[config.mk]
export PLATFORM = sky130hd
export DESIGN_NAME = circle_hit_tester
export DESIGN_NICKNAME = d
export VERILOG_FILES = /design/src/rtl/circle_hit_tester.sv
export SDC_FILE = /design/constraint.sdc
export NUM_CORES = 1
export LEC_CHECK = 0
export CAP_MARGIN = 20
export CORE_AREA = 2 2 143 145
export DETAILED_ROUTE_END_ITERATION = 16
export DIE_AREA = 0 0 145 147
export PLACE_DENSITY = 0.66
export SYNTH_ARGS = -nofsm -noshare
export SYNTH_HDL_FRONTEND = slang
export SYNTH_SLANG_ARGS = --single-unit
[constraint.sdc]
create_clock -name clk -period 14.2 [get_ports clk]
set_clock_uncertainty 0.1 [all_clocks]
set_input_delay 1.42 -clock clk [delete_from_list [all_inputs] [get_ports clk]]
set_output_delay 1.42 -clock clk [all_outputs]
set_load 0.03 [all_outputs]
[src/rtl/circle_hit_tester.sv]
// Multi-cycle point-in-circle tester: one shared multiplier squares dx then dy, then compares.
// Optional annulus test is enabled by defining CIRCLE_RING_EN.
module circle_hit_tester #(
   parameter int COORD_W   = 10,
   parameter int CX        = 320,
   parameter int CY        = 240,
   parameter int RADIUS_SQ = 10000,
   parameter int INNER_SQ  = 2500,
   parameter int CNT_W     = 16
) (
   input  logic                      clk,
   input  logic                      reset,
   input  logic                      in_valid,
   output logic                      in_ready,
   input  logic [COORD_W-1:0]        x,
   input  logic [COORD_W-1:0]        y,
   output logic                      out_valid,
   input  logic                      out_ready,
   output logic [2*COORD_W+1:0]      dist_sq,
   output logic                      hit,
   output logic [CNT_W-1:0]          hit_count
);

   localparam int SQ_W = 2*COORD_W+2;

   localparam logic signed [COORD_W:0] CX_S  = (COORD_W+1)'(CX);
   localparam logic signed [COORD_W:0] CY_S  = (COORD_W+1)'(CY);
   localparam logic [SQ_W-1:0]         OUTER = SQ_W'(RADIUS_SQ);

   // Centre coordinates must be representable, squared radii non-negative.
   if (CX < 0 || CX >= 2**COORD_W || CY < 0 || CY >= 2**COORD_W ||
       RADIUS_SQ < 0 || INNER_SQ < 0) begin : g_param_check
      $error("circle_hit_tester: illegal parameter value");
   end

   typedef enum logic [2:0] {IDLE, SQX, SQY, CMP, DONE} state_t;

   state_t state, state_nxt;

   logic signed [COORD_W:0] dx, dy;
   logic signed [COORD_W:0] mul_op;
   logic signed [SQ_W-1:0]  op_ext;
   logic signed [SQ_W-1:0]  prod;
   logic [SQ_W-1:0]         sq;
   logic [SQ_W-1:0]         acc;

   function automatic logic [CNT_W-1:0] sat_inc(input logic [CNT_W-1:0] v, input logic inc);
      if (inc && (v != {CNT_W{1'b1}}))
         return v + CNT_W'(1);
      return v;
   endfunction

`ifdef CIRCLE_RING_EN
   localparam logic [SQ_W-1:0] INNER = SQ_W'(INNER_SQ);

   function automatic logic in_shape(input logic [SQ_W-1:0] d);
      return (d >= INNER) && (d < OUTER);
   endfunction
`else
   function automatic logic in_shape(input logic [SQ_W-1:0] d);
      return d < OUTER;
   endfunction
`endif

   // State register
   always_ff @(posedge clk) begin
      if (reset)
         state <= IDLE;
      else
         state <= state_nxt;
   end

   // Next-state logic
   always_comb begin
      state_nxt = state;
      case (state)
         IDLE:    if (in_valid) state_nxt = SQX;
         SQX:     state_nxt = SQY;
         SQY:     state_nxt = CMP;
         CMP:     state_nxt = DONE;
         DONE:    if (out_ready) state_nxt = IDLE;
         default: state_nxt = IDLE;
      endcase
   end

   // Output decode: only IDLE accepts a sample
   always_comb begin
      in_ready = (state == IDLE);
   end

   // Shared squarer: operand selected by state, sign-extended so the product is exact
   always_comb begin
      mul_op = (state == SQX) ? dx : dy;
      op_ext = SQ_W'(mul_op);
      prod   = op_ext * op_ext;
      sq     = $unsigned(prod);
   end

   // Datapath registers: no reset, they are always loaded before use
   always_ff @(posedge clk) begin
      case (state)
         IDLE: begin
            if (in_valid) begin
               dx <= $signed({1'b0, x}) - CX_S;
               dy <= $signed({1'b0, y}) - CY_S;
            end
         end
         SQX:     acc <= sq;
         SQY:     acc <= acc + sq;
         default: ;
      endcase
   end

   // Result port and hit counter
   always_ff @(posedge clk) begin
      if (reset) begin
         out_valid <= 1'b0;
         dist_sq   <= '0;
         hit       <= 1'b0;
         hit_count <= '0;
      end else begin
         case (state)
            CMP: begin
               dist_sq   <= acc;
               hit       <= in_shape(acc);
               out_valid <= 1'b1;
            end
            DONE: begin
               if (out_ready) begin
                  out_valid <= 1'b0;
                  hit_count <= sat_inc(hit_count, hit);
               end
            end
            default: ;
         endcase
      end
   end

endmodule

# Word-level counts from Yosys, hierarchy flattened
# Index checks and enable logic that the tools add are counted.
# word_totals
inputBits	24
out_inout_bits	41
reg_bits	87
wordCells	41
# classes
magnitude_cmp	1
n_reduce_logical	8
mux	12
mul	1
addsub	4
eq_ne	7
# ops
op	n
$pmux 22 s2	1
$add 22x22->22	1
$lt 22x14->1 const B	1
$mul 11x11->22	1
$add 16x1->16 const B	1
$mux 16	1
$ne 16x16->1 const B	1
$pmux 3 s5	1
$mux 11	1
$sub 10x8->11 const B	1
$sub 10x9->11 const B	1
$eq 3x2->1 const B	2
$mux 3	2
$reduce_and 2->1	3
$mux 1	5
$ne 2x2->1 const B	2
$reduce_bool 2->1	2
$eq 3x1->1 const B	1
$eq 3x3->1 const B	1
$logic_not 3->1	1
$reduce_and 3->1	1
$pmux 1 s2	1
$logic_and 1x1->1	1

# Depth between registers and ports, before layout
# depth
word_depth	7
depth_mapped	34
depth_no_buf	31

# Worst setup path before layout
# Ideal clock, no wire load.
# synth_timing
path_type	register -> register
startpoint	register state[2]
endpoint	register acc[21] (data pin)
path_stages_with_launch	32
setup_ps	260
t_arrival_ps	7687
setup_slack_ps	6153
path_cell_list	dfxtp_1 clkbuf_1 nor3b_2 buf_2 mux2i_1 clkbuf_1 nor2_1 fa_1 inv_1 fa_1 inv_1 fa_1 fa_1 inv_1 fa_1 inv_1 ha_1 clkbuf_1 and3_1 a41o_1 o21ai_0 nand2_1 a21oi_1 xnor2_1 ha_1 and3_1 a31oi_1 a21boi_1 a211o_1 o41ai_2 mux2i_1 xnor2_1
# synth_between
elab_chain_len	5
elab_cells_between_ends	6
classes_between	add/sub: 1; mul: 1; eq/ne: 2; mux: 2
# synth_rtl
element	line_no	text
start: declaration	38	state_t state, state_nxt;
start signal: assignment	70	state <= state_nxt;
$eq 3x1->1	93, 101	
$mux 11	93	mul_op = (state == SQX) ? dx : dy;
$mul 11x11->22	95	prod = op_ext * op_ext;
$add 22x22->22	109	SQY: acc <= acc + sq;
$pmux 22 s2 *	101	case (state)
end signal: assignment	108	SQX: acc <= sq;
end signal: assignment	109	
end: declaration	45	logic [SQ_W-1:0] acc;
# Mark *: on every way between the ends. The rest lies on a longest branch, timed or not.
# A chain may end at the register's enable or synchronous reset.

# Worst setup path in the final report
# layout_timing
startpoint	register state[0]
endpoint	register acc[21] (data pin)
# The elaborated chain is that of the path after synthesis.

==> flow_metrics.tcl <==
set metrics [dict create \
    run_status "finished clean" \
    startpoint_type "flop" \
    num_rows 52 \
    insertedDiodeCount 0 \
    gp_weighted_congestion 0.843 \
    port_buffers 64 \
    synthesis.instances 960 \
    setup_violations 0 \
    max_clock_freq_ghz 0.112 \
    grt-ovfl-total 0 \
    vias 6428 \
    postSynthNetCount 1157 \
    drt-met1-wl_um 8110 \
    number_of_global_route_vias_before_repair 6347 \
    drt_wl_total_um 17400 \
    sequential_share_of_the_synthesized_area_pct 25.0 \
    fp.dieArea_um2 21300 \
    yosysWarningCount 0 \
    gr-usage-all-layers_pct 17.0 \
    layout.cells.most_common_list "173 x sky130_fd_sc_hd__inv_1, 105 x sky130_fd_sc_hd__nand2_1, 102 x sky130_fd_sc_hd__fa_1" \
    worst_slew_pin_tran_ns 1.09 \
    asyncSetResetFlopFracSynth_pct 0 \
    cts_setup_buffers 0 \
    slowest_delay_ns 0.85 \
    cts_hold_buffers 0 \
    dp.final_hpwl_um 14200 \
    met3WireLength_um 805 \
    max_cap_violations 0 \
    worst_slew_margin_rel_pct 27.6 \
    grt_pass1_wl_um 29800 \
    drt-vias-per-instance 4.98 \
    rsz0062_at_grt "false" \
    cts-root-buf "sky130_fd_sc_hd__clkbuf_16" \
    max-clock-path-buffers 2 \
    grt_max_degree 44 \
    period_needed_ns 8.91 \
    dr.first_iter.drc_count 315 \
    wl_met2_um 8230 \
    cts_htree_levels 3 \
    timing_worst_setup_path_type "reg -> reg" \
    grt_antenna_before_repair 0 \
    critical_path.max_fanout 13 \
    postSynthRegisterBits 87 \
    worst-endpoint-arrival_ns 8.91 \
    critPathSlowestCell "sky130_fd_sc_hd__mux2i_1" \
    postSynthAreaPerCell_um2 9.11 \
    boundaryPins 65 \
    syn-cell-area_um2 8740 \
    critical_path_required_ns 14.21 \
    final_common_cell "sky130_fd_sc_hd__inv_1" \
    final_antenna_net_count 0 \
    path_clk_slew_ns 0.07 \
    fin_tns_setup_ns 0 \
    detail_route.first_pass.iterations 5 \
    critical-path-top-cell-by-count "sky130_fd_sc_hd__inv_1" \
    drive_above_1_share_pct 3.82 \
    yosysUniqueCellTypes 61 \
    final_routed_wire_length_divided_by_cell_count_um 13.5 \
    slew_viol_final 0 \
    finalNetCount 1213 \
    clock_insertion_delay_worst_skew_ns 0.35 \
    drc 0 \
    core_um2 19800 \
    gates_resized_cts_repair 0 \
    final.fill_count 1888 \
    setup.worst_path.end_class "flop" \
    register_area_um2 2180 \
    initial_utilization_pct 44.0 \
    worst_hold_path_class "reg -> reg" \
    area_growth_syn_to_layout_pct 14.2 \
    die_h_um 147 \
    highest-signal-layer "met4" \
    area_of_the_multi_input_gates_um2 5810 \
    tritoncts_clock_tree "yes" \
    hold_viol_final 0 \
    tritoncts.num_buffers 9 \
    synth_enable_flop_cells 44 \
    min_period_over_period_pct 62.7 \
    fp.dieW_um 145 \
    clock-sinks 87 \
    synth_flop_cell "sky130_fd_sc_hd__edfxtp_1" \
]
[final cells by class]
| type | count | share of cell area [%] |
|---|---|---|
| timing repair buffer | 69 | 6.87 |
| inverter | 174 | 6.55 |
| multi-input combinational | 675 | 58.2 |
| tap | 270 | 3.39 |
| clock inverter | 6 | 0.577 |
| clock buffer | 10 | 2.51 |
| sequential | 87 | 21.9 |
[synth_stat cells, types with 4 or more instances]
cell type / count / share of area, %
sky130_fd_sc_hd__and3_1: 8 / 0.57
sky130_fd_sc_hd__fa_1: 102 / 23
sky130_fd_sc_hd__and4_1: 4 / 0.40
sky130_fd_sc_hd__o21a_1: 4 / 0.34
sky130_fd_sc_hd__clkbuf_1: 20 / 0.86
sky130_fd_sc_hd__nor2b_1: 4 / 0.29
sky130_fd_sc_hd__xor2_1: 29 / 2.9
sky130_fd_sc_hd__mux2i_1: 9 / 1.0
sky130_fd_sc_hd__nor2_1: 90 / 3.9
sky130_fd_sc_hd__xnor2_1: 34 / 3.4
sky130_fd_sc_hd__ha_1: 71 / 10
sky130_fd_sc_hd__nand2b_1: 7 / 0.50
sky130_fd_sc_hd__o21ai_0: 22 / 1.3
sky130_fd_sc_hd__nand2_1: 105 / 4.5
sky130_fd_sc_hd__nand3_1: 22 / 1.3
sky130_fd_sc_hd__or3_1: 5 / 0.36
sky130_fd_sc_hd__a31oi_1: 7 / 0.50
sky130_fd_sc_hd__a21oi_1: 57 / 3.3
sky130_fd_sc_hd__inv_1: 173 / 7.4
sky130_fd_sc_hd__nor3_1: 9 / 0.52
sky130_fd_sc_hd__mux2_2: 9 / 1.2
sky130_fd_sc_hd__a21o_1: 13 / 1.1
sky130_fd_sc_hd__a211oi_1: 4 / 0.34
sky130_fd_sc_hd__nand4_1: 13 / 0.93
sky130_fd_sc_hd__and2_1: 4 / 0.29
sky130_fd_sc_hd__edfxtp_1: 44 / 15
sky130_fd_sc_hd__dfxtp_1: 43 / 9.8
[through the flow]
| step | hold slack (ns) | worst slack, ns | std cells | instance area, µm² | utilization (%) |
|---|---|---|---|---|---|
| floorplan | 0.404 | 6.15 | 960 | 8740 | - |
| global placement | 0.343 | 5.54 | 1274 | 9660 | 48.7 |
| detailed placement | 0.346 | 5.27 | 1274 | 9660 | 48.7 |
| CTS | 0.356 | 5.27 | 1290 | 9960 | 50.2 |
| global route | 0.370 | 4.61 | 1291 | 9980 | 50.3 |
| finish | 0.353 | 5.29 | 1291 | 9980 | 50.3 |
[final timing paths]
| check | slack [ns] | to | cells past startpoint | from |
|---|---|---|---|---|
| max | 5.29 | acc[21] | 30 | state[0] |
| min | 0.35 | dist_sq[5] | 2 | dist_sq[5] |
| max reg2reg | 5.29 | acc[21] | 30 | state[0] |
| min reg2reg | 0.35 | dist_sq[5] | 2 | dist_sq[5] |
[state kept, by name, indices dropped and copies added (netlist names)]
name / count
acc: 22
dist_sq: 22
hit_count: 16
dx: 11
dy: 11
state: 3
hit: 1
out_valid: 1
[worst max-delay path, delay by kind of cell (launching register included)]
kind | cells | cell delay [ns]
AO/OA/AOI/OAI | 7 | 1.39
AND/OR/NAND/NOR | 5 | 0.93
adder cells (fa/ha/maj) | 7 | 3.46
flip-flops | 1 | 0.44
buffers and inverters | 7 | 0.98
XOR/XNOR | 2 | 0.24
multiplexers | 2 | 1.10
[per-layer routing]
layer / vias up / GRT usage (%)
li1: 3223 / -
met1: 3039 / 22.1
met2: 146 / 29.4
met3: 20 / 3.20
met4: 0 / 4.36
met5: - / 0
[logic make-up (layout without fill, tap and decap cells)]
family / count (synthesis) / after routing / synth area share [%]
muxes: 18 / 18 / 2.19
adders and majority gates: 173 / 173 / 33.5
and+or+nand+nor: 283 / 283 / 14.5
AOI/OAI and AO/OA: 138 / 138 / 9.93
DFF: 87 / 87 / 25.0
xor gates and xnor gates: 63 / 63 / 6.31
buffers and inverters: 198 / 259 / 8.55
Power is left out: the tool's default activity adds up to more than one toggle a clock period on the data nets, which glitch-free logic cannot reach.
